**src/rtl/uart_rx_fifo.sv**
```systemverilog
// uart_rx_fifo: oversampled async serial receiver feeding a show-ahead receive FIFO with sticky error flags
module uart_rx_fifo #(
   parameter int DATA_BITS  = 8,
   parameter int OVERSAMPLE = 16,
   parameter int PARITY     = 0,
   parameter int STOP_BITS  = 1,
   parameter int FIFO_AW    = 4
) (
   input  logic             rxclk,
   input  logic             reset,
   input  logic             rx_enable,
   input  logic             rx_in,
   input  logic             rd_en,
   output logic [7:0]       rx_data,
   output logic             rx_empty,
   output logic             rx_full,
   output logic [FIFO_AW:0] rx_count,
   output logic             frame_err,
   output logic             parity_err,
   output logic             over_run,
   input  logic             err_clr
);
   localparam int TW = $clog2(OVERSAMPLE);
   localparam logic [TW-1:0] T_MID = TW'(OVERSAMPLE / 2 - 1);
   localparam logic [TW-1:0] T_END = TW'(OVERSAMPLE - 1);
   localparam logic [2:0] B_LAST = 3'(DATA_BITS - 1);
   localparam logic S_LAST = 1'(STOP_BITS - 1);
   localparam logic [FIFO_AW:0] DEPTH = (FIFO_AW + 1)'(2 ** FIFO_AW);
   typedef enum logic [2:0] {IDLE, START, DATA, PAR, STOP} state_t;
   state_t state;
   logic s1, s2, par_bad, stop_bad, stop_idx;
   logic [TW-1:0] tick;
   logic [2:0] bit_idx;
   logic [7:0] shreg;
   logic [7:0] mem [2**FIFO_AW];
   logic [FIFO_AW:0] wr_ptr, rd_ptr;
   logic mid, last_stop, frame_bad, push, pop, wr, exp_par;
   assign mid       = tick == T_END;
   assign last_stop = rx_enable && state == STOP && mid && stop_idx == S_LAST;
   assign frame_bad = stop_bad | ~s2;
   assign push      = last_stop & ~frame_bad;
   assign pop       = rd_en & ~rx_empty;
   // full is judged after a same-cycle pop, so push+pop on a full FIFO is legal
   assign wr        = push & (~rx_full | pop);
   assign exp_par   = (PARITY == 2) ? ^shreg : ~^shreg;
   assign rx_count  = wr_ptr - rd_ptr;
   assign rx_empty  = wr_ptr == rd_ptr;
   assign rx_full   = rx_count == DEPTH;
   assign rx_data   = rx_empty ? 8'h00 : mem[rd_ptr[FIFO_AW-1:0]];
   always_ff @(posedge rxclk or posedge reset)
      if (reset) begin
         s1       <= 1'b1;
         s2       <= 1'b1;
         state    <= IDLE;
         tick     <= '0;
         bit_idx  <= '0;
         stop_idx <= 1'b0;
         shreg    <= '0;
         par_bad  <= 1'b0;
         stop_bad <= 1'b0;
      end else begin
         s1   <= rx_in;
         s2   <= s1;
         tick <= (state == IDLE || (state == START && tick == T_MID) || mid) ? '0 : tick + 1'b1;
         if (!rx_enable) state <= IDLE;
         else case (state)
            IDLE: if (!s2) begin
               state    <= START;
               shreg    <= '0;
               bit_idx  <= '0;
               stop_idx <= 1'b0;
               par_bad  <= 1'b0;
               stop_bad <= 1'b0;
            end
            START: if (tick == T_MID) state <= s2 ? IDLE : DATA;
            DATA: if (mid) begin
               shreg[bit_idx] <= s2;
               bit_idx        <= bit_idx + 1'b1;
               if (bit_idx == B_LAST) state <= (PARITY != 0) ? PAR : STOP;
            end
            PAR: if (mid) begin
               par_bad <= s2 != exp_par;
               state   <= STOP;
            end
            STOP: if (mid) begin
               stop_bad <= frame_bad;
               stop_idx <= stop_idx + 1'b1;
               if (stop_idx == S_LAST) state <= IDLE;
            end
            default: state <= IDLE;
         endcase
      end
   always_ff @(posedge rxclk or posedge reset)
      if (reset) begin
         wr_ptr     <= '0;
         rd_ptr     <= '0;
         frame_err  <= 1'b0;
         parity_err <= 1'b0;
         over_run   <= 1'b0;
      end else begin
         wr_ptr     <= wr_ptr + (FIFO_AW + 1)'(wr);
         rd_ptr     <= rd_ptr + (FIFO_AW + 1)'(pop);
         frame_err  <= (last_stop & frame_bad) | (frame_err & ~err_clr);
         parity_err <= (push & par_bad) | (parity_err & ~err_clr);
         over_run   <= (push & ~wr) | (over_run & ~err_clr);
      end
   always_ff @(posedge rxclk)
      if (wr) mem[wr_ptr[FIFO_AW-1:0]] <= shreg;
endmodule
```
**config.mk**
```make
export PLATFORM = sky130hd
export DESIGN_NAME = uart_rx_fifo
export DESIGN_NICKNAME = d
export VERILOG_FILES = /design/src/rtl/uart_rx_fifo.sv
export SDC_FILE = /design/constraint.sdc
export NUM_CORES = 1
export LEC_CHECK = 0
export BUFFER_PORTS_ARGS = -buffer_cell sky130_fd_sc_hd__buf_4
export CAP_MARGIN = 20
export CORE_MARGIN = 10
export CORE_UTILIZATION = 60
export DETAILED_ROUTE_END_ITERATION = 8
export GPL_TIMING_DRIVEN = 1
export MAX_ROUTING_LAYER = met4
export PLACE_DENSITY = 0.75
export SYNTH_ARGS = -nofsm -noshare
export SYNTH_HDL_FRONTEND = slang
export SYNTH_SLANG_ARGS = --single-unit
```
**constraint.sdc**
```tcl
create_clock -name rxclk -period 4.5 [get_ports rxclk]
set_clock_uncertainty 0.15 [all_clocks]
set_input_delay 0.675 -clock rxclk [delete_from_list [all_inputs] [get_ports rxclk]]
set_output_delay 0.675 -clock rxclk [all_outputs]
set_load 0.005 [all_outputs]
```
## After elaboration in Yosys (flattened, before gate mapping)

Memory sizes are Yosys's and may differ from the RTL's.
Index checks and enable logic that the tools add are counted.

- Bits in latches: 0
- Register bits after elaboration: 36
- Memory bits (read-only): 0
- Memories: 1
- Bits of input ports: 6
- Memory bits (writable): 128
- Output and inout port bits: 18
- Word-level logic and storage cells: 111

- Equal/unequal tests: 21
- Bitwise operators: 21
- Divide/modulo/power cells: 0
- Order comparisons: 2
- Reduce and logical (&&, ||, !) cells: 16
- Multiplexer cells: 30
- Multipliers: 0
- Shifts and indexed selects: 0
- Add/sub/neg operators: 6

Memories:

| memory | depth | bits a word | rd ports | clocked after memory_dff | write ports | line | source |
|---|---|---|---|---|---|---|---|
| mem | 16 | 8 | 1 | 0 | 1 | 35 | `logic [7:0] mem [2**FIFO_AW];` |

Operator list:

| cell | number |
|---|---|
| $mux 3 | 10 |
| $mux 8 | 3 |
| $ne 3x3->1 const B | 6 |
| $pmux 8 s2 | 1 |
| $pmux 3 s5 | 1 |
| $reduce_and 4->1 | 3 |
| $add 5x1->5 | 2 |
| $and 1x1->1 | 9 |
| $bwmux 8 | 1 |
| $ne 2x2->1 const B | 4 |
| $reduce_xnor 8->1 | 1 |
| $mux 1 | 7 |
| $not 1->1 | 7 |
| $reduce_and 7->1 | 1 |
| $eq 3x2->1 const B | 2 |
| $eq 3x3->1 const B | 2 |
| $pmux 1 s2 | 3 |
| $pmux 3 s2 | 1 |
| $reduce_bool 2->1 | 3 |
| $eq 5x5->1 | 1 |
| $eq 5x5->1 const B | 1 |
| $logic_and 1x1->1 | 5 |
| $or 1x1->1 | 5 |
| $sub 5x5->5 | 1 |
| other kinds (15) | 16 |

## Depth between registers and ports, before layout

Gate-level depths: netlist of run 1.

- Depth in word-level cells: 9
- Mapped depth: 13
- Mapped depth without buffers: 12

## Worst setup path before layout of run 1

OpenSTA, ideal clock, no wires.

- Path type: register -> output
- Start: reg rd_ptr[1]
- End: out rx_full
- Path slack: 0.967 ns
- Data arrival time: 2.708 ns
- Cell stages (with the launch flop): 10
- Required time: 3.675 ns
- Buffers on the path: 3
- Cells stage by stage: dfrtp_1 clkbuf_1 buf_1 inv_1 ha_1 nor2b_1 o21a_1 or3_4 a2111oi_4 buf_6

- Cells in the longest elaborated chain, start to end: 2

RTL lines:

| element | line | source |
|---|---|---|
| start: declaration | 36 | `logic [FIFO_AW:0] wr_ptr, rd_ptr;` |
| start signal: assignment | 102 | `rd_ptr <= rd_ptr + (FIFO_AW + 1)'(pop);` |
| $sub 5x5->5 | 46 | `assign rx_count = wr_ptr - rd_ptr;` |
| $eq 5x5->1 | 48 | `assign rx_full = rx_count == DEPTH;` |
| end: declaration | 16 | `output logic rx_full,` |

No other way between the ends.

## Final worst setup path of run 1

Ends and elaborated chain as after synthesis.

==> flow_summary_export.csv, run 1 <==
group,metric,value,unit
finish,num-fill-cells,736,
synth,synth-seq-area-share,67.2,%
clock_network,clock-sinks,164,
power,p_comb_share,4.5,%
route,wl,14200,um
critical_path,startpoint_type,"flop",
synth,ys_seq_elements,164,
grt,grt_max_degree,37,
clock_network,numCtsBuffers,17,
critical_path,arrival,3.18,ns
clock_network,cts-resized-gates,0,
clock_network,cts_root_buffer,"clkbuf_16",
grt,grt_usage,18.6,%
power,power_frac_seq,52.1,%
timing,drv_slew,0,
floorplanning,row_count,39,
route,num_vias,3970,
route,viasPerCell,6.37,
route,post_drt_wl_per_cell,22.8,um
critical_path,crit_family,"compound AO/OA/AOI/OAI gates",
grt,grt_pass1_vias,3974,
status,status,"finished clean",
critical_path,worst_path_most_repeated_cell,"buf_4",
synth,synth_area_per_cell,16.0,um^2
critical_path,worst-path-buf-inv,3,
clock_network,htree_levels,4,
synth,synth_fp_nets,458,
clock_network,clock_path_buffers,2,
critical_path,slowest_delay,0.82,ns
floorplanning,die_x,128,um
clock_network,clkTransAtPathRegs,0.06,ns
timing,setup_viol,0,
timing,fmax,0.250,GHz
placement,dp.cells,592,
power,ir_worst_vdd,0.365,mV
critical_path,crit_required,3.67,ns
placement,routabilityCongestion,0.827,
grt,antenna_found_initial,0,
finish,final_cell_mix,"edfxtp_1, dfrtp_1, mux4_2, buf_4, nor2_1",
floorplanning,ios,24,
grt,grt_pass1_wl,22600,um
timing,worst_pin_slew,0.925,ns
synth,synth_flop_cell,"edfxtp_1",
synth,synth_area,7060,um^2
timing,hold_viol_final,0,
critical_path,critPathMaxFanout,22,
timing,maxSlewHeadroom,38.3,%
finish,area_growth,12.5,%
synth,synth_edf_count,128,
power,power_switching,0.000678,W
finish,fin_nets,486,
finish,num_antenna_cells,0,
critical_path,path_cells,"buf_4 > inv_1 > ha_1 > nor2b_1 > o21a_1 > or3_4 > a2111oi_4 > buf_4",
finish,drive_above_1_share,23.3,%
power,power_frac_clock,43.4,%
floorplanning,die_y,128,um
critical_path,worstSetupPathDepth,8,
power,switching_share,20.9,%
power,powerDensity,409,nW/um^2
power,p_leak,2.84,nW
critical_path,crit_type,"reg -> out",
hold_path,whs_endpoint,"s2",
synth,synth_cells,440,
route,drc,0,
clock_network,hold_buffers,0,
critical_path,r2r_end,"mem[3][5]",
synth,ys_types,55,
critical_path,r2r_slack,0.89,ns
hold_path,hp-start,"s1",
synth,async_flop_share,22.0,%
synth,yosysWarnings,0,
job,maxCapViolations,0,
critical_path,crit_path_end_kind,"output pin",
hold_path,hold_class,"reg -> reg",
power,p_int,0.00257,W
route,antenna_left,0,
timing,finalCritPeriodShare,89.0,%
clock_network,cts_tree,"done",
grt,grt-ovfl-total,0,
finish,final_common_cell,"edfxtp_1",
timing,rsz0062_at_grt,"no",
critical_path,slowest_stage,"a2111oi_4",
hold_path,hold_depth,0,
placement,place_hpwl,9300,um
critical_path,reg2reg_from,"rd_ptr[1]",
floorplanning,die_area,16500,um^2
route,drt_iter0_markers,374,
critical_path,reg2reg_depth,9,
clock_network,cts_setup_buffers,0,
timing,fin_tns_setup,0,ns
floorplanning,start_util,61.6,%
timing,period_needed,4.01,ns
finish,fin_cells,623,
finish,fin_util,69.3,%
route,dr.pass1.iters,5,
placement,port_buffers,23,
floorplanning,core,11500,um^2
clock_network,clock_latency,0.42,ns
[metal layers]
metal	vias up	track usage, %	share of wire (%)
met2	113	28.8	51
li1	1789	-	-
met3	20	4.64	5.1
met4	0	5.96	1.6
met5	-	-	0
met1	2048	23.7	42
[cells by family after synthesis]
kind of cell	count (synthesis)	synth area share (%)
compound gates	94	9.73
flops	164	67.2
simple gates	86	6.29
buf+inv	35	2.07
xor+xnor	17	2.22
mux	32	10.2
fa+ha+maj	12	2.23
[power by group through the flow]
stage               combinational, W  clock (W)  sequential, W
floorplan                   0.000134          0        0.00169
global placement            0.000142          0        0.00172
detailed placement          0.000147          0        0.00172
CTS                         0.000149    0.00143        0.00169
global route                0.000167    0.00149        0.00169
finish                      0.000148    0.00141        0.00169
[worst max path at each step]
stage	from	endpoint	slack [ns]
2_1_floorplan	rd_ptr[1]	rx_full	0.97
3_3_place_gp	rd_ptr[1]	rx_full	0.98
3_5_place_dp	rd_ptr[1]	mem[3][0]	0.91
4_1_cts	rd_ptr[1]	rx_full	0.48
5_1_grt	rd_ptr[1]	rx_full	0.34
6_report	rd_ptr[1]	rx_full	0.49
[registers in the layout (all words and copies together) (netlist names)]
register and cells:
over_run 1, s2 1, rd_ptr 5, wr_ptr 5, s1 1, par_bad 1
frame_err 1, parity_err 1, stop_idx 1, stop_bad 1, mem 128, bit_idx 3
tick 4, shreg 8, state 3
[cell type report]
cell class | count | area (um^2) | area share [%]
Inverter | 15 | 56.3 | 0.709
Tap cell | 143 | 179 | 2.25
Multi-Input combinational cell | 241 | 2170 | 27.3
Clock inverter | 11 | 136 | 1.72
Sequential cell | 164 | 4750 | 59.8
Clock buffer | 20 | 437 | 5.50
Timing Repair Buffer | 29 | 218 | 2.74
[synthesized netlist by cell type, types with 4 or more instances]
master | instances | share of area, %
ha_1 | 11 | 1.9
o21ai_1 | 11 | 0.78
o21ai_0 | 10 | 0.71
nand4_1 | 5 | 0.44
nor2b_1 | 5 | 0.44
a22oi_1 | 16 | 1.7
nand3_1 | 18 | 1.3
xor2_1 | 5 | 0.62
nor2_1 | 26 | 1.4
buf_2 | 6 | 0.43
a21oi_1 | 19 | 1.3
o41ai_2 | 4 | 0.92
xnor2_1 | 11 | 1.4
mux4_2 | 32 | 10
a21oi_2 | 9 | 1.1
inv_1 | 15 | 0.80
clkbuf_1 | 12 | 0.64
dfrtp_1 | 34 | 12
nand2_1 | 13 | 0.69
edfxtp_1 | 128 | 54
[through the flow]
step / setup slack, ns / power [W] / instance area (um^2) / hold slack (ns)
6_report: 0.495 / 0.00325 / 7940 / 0.205
5_1_grt: 0.339 / 0.00335 / 7940 / 0.195
4_1_cts: 0.485 / 0.00326 / 7940 / 0.197
3_5_place_dp: 0.908 / 0.00187 / 7370 / 0.197
3_3_place_gp: 0.982 / 0.00186 / 7370 / 0.196
2_1_floorplan: 0.967 / 0.00183 / 7060 / 0.195
Note: power is estimated with default switching activity, not from simulation.
==> inputs of run 2 (changes only) <==
- MAX_ROUTING_LAYER: met4 -> default
==> run 2 against run 1 <==
  * Combinational power about the same
  * Wire length about the same
  * Clock power about the same
  * Critical path depth unchanged
  * Fmax is 0.20% lower
  * Count of clock-buffer cells in the layout is the same
  * Critical endpoint unchanged
==> flow_summary_export.csv, run 2 (same netlist as run 1, synthesis figures left out) <==
group,metric,value,unit
status,status,"finished clean",
clock_network,clock-sinks,164,
floorplanning,die_area,16500,um^2
floorplanning,core,11500,um^2
timing,rsz0062_at_grt,"no",
grt,grt_usage,18.0,%
critical_path,crit_path_start,"rd_ptr[1]",
timing,whs,0.205,ns
clock_network,clock_latency,0.42,ns
timing,maxSlewHeadroom,38.4,%
floorplanning,die_x,128,um
finish,fin_nets,486,
finish,fin_util,69.3,%
power,powerDensity,409,nW/um^2
timing,setup_viol,0,
clock_network,cts_tree,"done",
clock_network,cts_setup_buffers,0,
finish,final_cell_mix,"edfxtp_1, dfrtp_1, mux4_2, buf_4, nor2_1",
clock_network,clock_path_buffers,2,
finish,largest_reg_flops,128,
route,num_vias,3952,
placement,port_buffers,23,
floorplanning,ios,24,
timing,drv_slew,0,
critical_path,crit_type,"reg -> out",
clock_network,htree_levels,4,
timing,fin_tns_setup,0,ns
clock_network,cts-resized-gates,0,
hold_path,hp-start,"s1",
placement,routabilityCongestion,0.815,
timing,period_needed,4.01,ns
route,antenna_left,0,
finish,final_area,7940,um^2
route,viasPerCell,6.34,
route,dr.pass1.iters,5,
critical_path,crit_path_end_kind,"output pin",
route,post_drt_wl_per_cell,22.8,um
finish,final_common_cell,"edfxtp_1",
critical_path,reg2reg_from,"rd_ptr[1]",
critical_path,startpoint_type,"flop",
grt,grt_pass1_vias,3977,
finish,area_growth,12.5,%
finish,num-fill-cells,736,
route,wl,14200,um
placement,place_hpwl,9300,um
route,drt_iter0_markers,409,
job,maxCapViolations,0,
timing,hold_viol_final,0,
grt,grt_pass1_wl,22500,um
clock_network,clkTransAtPathRegs,0.06,ns
timing,fmax,0.249,GHz
floorplanning,row_count,39,
route,drc,0,
placement,post_dp_cell_area,7370,um^2
grt,grt_max_degree,37,
power,p_leak,2.84,nW
critical_path,arrival,3.19,ns
floorplanning,die_y,128,um
timing,finalCritPeriodShare,89.2,%
clock_network,numCtsBuffers,17,
hold_path,hold_class,"reg -> reg",
grt,antenna_found_initial,0,
finish,num_antenna_cells,0,
power,ir_worst_vdd,0.367,mV
floorplanning,start_util,61.6,%
timing,worst_pin_slew,0.924,ns
critical_path,critPathMaxFanout,22,
finish,drive_above_1_share,23.3,%
clock_network,hold_buffers,0,
critical_path,crit_required,3.67,ns
grt,grt-ovfl-total,0,
clock_network,cts_root_buffer,"clkbuf_16",
run 2: cell counts in the layout (fill, tap and decap cells not counted):
No cell type changed its count.
run 2: routing by layer:
layer,part of all wire (%),track usage [%],vias up
li1,-,-,1788
met1,43,23.7,2026
met2,51,28.8,116
met3,4.1,4.39,22
met4,1.8,6.16,0
met5,0,0,-
run 2: metrics by stage:
step           setup slack (ns)  total power (W)  instances
2_1_floorplan             0.967          0.00183        440
3_3_place_gp              0.982          0.00186        592
3_5_place_dp              0.908          0.00187        592
4_1_cts                   0.485          0.00326        623
5_1_grt                   0.342          0.00335        623
6_report                  0.487          0.00325        623
run 2: where the power goes:
part | switching (W) | internal (W)
logic | 0.0000836 | 0.0000639
clock network | 0.000548 | 0.000862
registers | 0.0000475 | 0.00164
run 2: area by class of cell:
cell class	count	area [um^2]	area share, %
well taps	143	179	2.25
inverters	15	56.3	0.709
flip-flops and latches	164	4750	59.8
multi-input cells	241	2170	27.3
repair buffers	29	218	2.74
clock buffers	20	437	5.50
clock inverters	11	136	1.72
run 2: path summary, 6_finish.rpt:
path / end / slack [ns] / depth (start not counted)
hold / removal: s2 / 0.20 / 0
hold reg to reg: s2 / 0.20 / 0
min in group asynchronous: shreg[4] / 0.21 / 3
setup / recovery: rx_full / 0.49 / 8
setup reg to reg: mem[3][6] / 0.88 / 9
max in group asynchronous: s2 / 3.64 / 3
run 2: critical path, cell delays in order, from the launching register on:
cell and delay, ns:
dfrtp_1 0.35, buf_4 0.31, inv_1 0.08, ha_1 0.29, nor2b_1 0.13, o21a_1 0.18
or3_4 0.35, a2111oi_4 0.83, buf_4 0.24
==> inputs of run 3 (changes only) <==
- CORE_UTILIZATION: 60 -> 50
- PLACE_DENSITY: 0.75 -> 0.64
==> run 3 against run 2 <==
  * Critical endpoint unchanged
  * Combinational power barely moved
  * Worst setup slack improved by 0.26 ns
  * Wire length grew 0.75%
  * Count of clock-buffer cells in the layout fell by 1
  * Core utilization fell by 12 points
  * Via count fell by 1.2%
  * Total power grew 0.93%
  * Sequential cell count unchanged
  * Worst hold slack improved by 0.0015 ns
  * Fmax rose by 6.9%
  * Global-route usage is 2.8 points lower
==> flow_summary_export.csv, run 3 (same netlist as run 1, synthesis figures left out) <==
group,metric,value,unit
status,status,"finished clean",
clock_network,htree_levels,4,
grt,grt_pass1_wl,23000,um
hold_path,hold_class,"in -> async",
clock_network,numCtsBuffers,17,
timing,period_needed,3.76,ns
critical_path,slowest_stage,"dfrtp_1",
route,antenna_left,0,
route,num_vias,3904,
critical_path,crit_path_end_kind,"output pin",
route,drt_iter0_markers,369,
job,maxCapViolations,0,
power,powerDensity,410,nW/um^2
timing,whs,0.206,ns
grt,grt_usage,15.2,%
power,power_frac_seq,51.5,%
critical_path,arrival,2.93,ns
floorplanning,die_area,19300,um^2
route,viasPerCell,5.92,
power,p_comb_share,4.5,%
route,post_drt_wl_per_cell,21.6,um
placement,port_buffers,23,
power,ir_worst_vdd,0.295,mV
clock_network,cts_setup_buffers,0,
timing,worst_pin_slew,0.916,ns
finish,fin_util,57.6,%
critical_path,crit_type,"reg -> out",
critical_path,slowest_delay,0.49,ns
critical_path,path_cells,"inv_1 > ha_1 > fa_1 > inv_1 > or3_1 > a2111oi_4 > buf_4 > buf_4",
power,power_switching,0.000702,W
floorplanning,row_count,43,
route,dr.pass1.iters,5,
critical_path,startpoint_type,"flop",
route,wl,14300,um
finish,fin_nets,485,
placement,place_hpwl,9300,um
floorplanning,die_x,139,um
clock_network,clkTransAtPathRegs,0.06,ns
timing,rsz0062_at_grt,"no",
placement,routabilityCongestion,0.846,
grt,grt-ovfl-total,0,
floorplanning,die_y,139,um
floorplanning,core,13900,um^2
grt,grt_max_degree,37,
power,p_leak,2.84,nW
critical_path,critPathMaxFanout,19,
timing,hold_viol_final,0,
grt,antenna_found_initial,0,
power,power_frac_clock,44.0,%
floorplanning,ios,24,
clock_network,cts_tree,"done",
finish,area_growth,13.3,%
power,switching_share,21.4,%
finish,drive_above_1_share,23.5,%
route,drc,0,
clock_network,cts-resized-gates,0,
clock_network,hold_buffers,0,
clock_network,clock_path_buffers,2,
finish,fin_cells,660,
timing,setup_viol,0,
finish,final_cell_mix,"edfxtp_1, dfrtp_1, mux4_2, buf_4, nor2_1",
power,p_int,0.00258,W
critical_path,crit_required,3.67,ns
timing,fin_tns_setup,0,ns
timing,maxSlewHeadroom,38.9,%
floorplanning,start_util,50.9,%
timing,drv_slew,0,
clock_network,cts_root_buffer,"clkbuf_16",
finish,largest_reg_flops,128,
clock_network,clock_latency,0.42,ns
finish,final_common_cell,"edfxtp_1",
placement,dp.cells,628,
timing,fmax,0.266,GHz
finish,num_antenna_cells,0,
clock_network,clock-sinks,164,
grt,grt_pass1_vias,4039,
timing,finalCritPeriodShare,83.5,%
[run 3: cell types whose count changed in the layout (fill, tap and decap cells not counted)]
cell | previous run | this run
inv_6 | 0 | 2
buf_4 | 29 | 28
clkinv_2 | 3 | 2
clkinvlp_4 | 2 | 3
clkbuf_1 | 3 | 2
[run 3: layer usage]
metal	GRT usage, %	share of wire, %
met1	20.3	43
met2	23.9	50
met3	3.66	5.4
met4	5.00	1.6
met5	0	0
[run 3: stage by stage]
step                area [um^2]  total power (W)  worst slack (ns)
finish                     8000          0.00328             0.744
global route               8000          0.00339             0.588
CTS                        8000          0.00330             0.722
detailed placement         7410          0.00187              1.13
global placement           7410          0.00186              1.20
floorplan                  7060          0.00183             0.967
[run 3: worst max-delay path: cells and delay by family (launching register included)]
family          cells  cell delay, ns
compound gates      1            0.21
fa+ha+maj           2            0.74
buf+inv             4            0.66
flops               1            0.49
simple gates        1            0.41
[run 3: cell type report]
type | count | area, um^2
Fill cell | 1041 | 5880
Timing Repair Buffer | 28 | 210
Clock inverter | 13 | 156
Multi-Input combinational cell | 241 | 2170
Sequential cell | 164 | 4750
Inverter | 15 | 56.3
Tap cell | 180 | 225
Clock buffer | 19 | 433
[run 3: path summary, 6_finish.rpt]
| check | end | cells after the start | slack (ns) | startpoint |
|---|---|---|---|---|
| min in group rxclk | s1 | 1 | 0.21 | rx_in |
| worst min register to register | s2 | 0 | 0.21 | s1 |
| worst max-delay path | rx_full | 8 | 0.74 | wr_ptr[0] |
| worst min-delay path | over_run | 3 | 0.21 | reset |
| max in group asynchronous | s2 | 3 | 3.63 | reset |
| worst max register to register | mem[14][6] | 9 | 1.10 | wr_ptr[0] |
[run 3: power by group through the flow]
stage	Clock, W	Combinational, W	Sequential (W)
final	0.00144	0.000148	0.00169
after CTS	0.00146	0.000150	0.00169
after global placement	0	0.000146	0.00172
after floorplan	0	0.000134	0.00169
after global routing	0.00153	0.000167	0.00169
after detailed placement	0	0.000149	0.00172
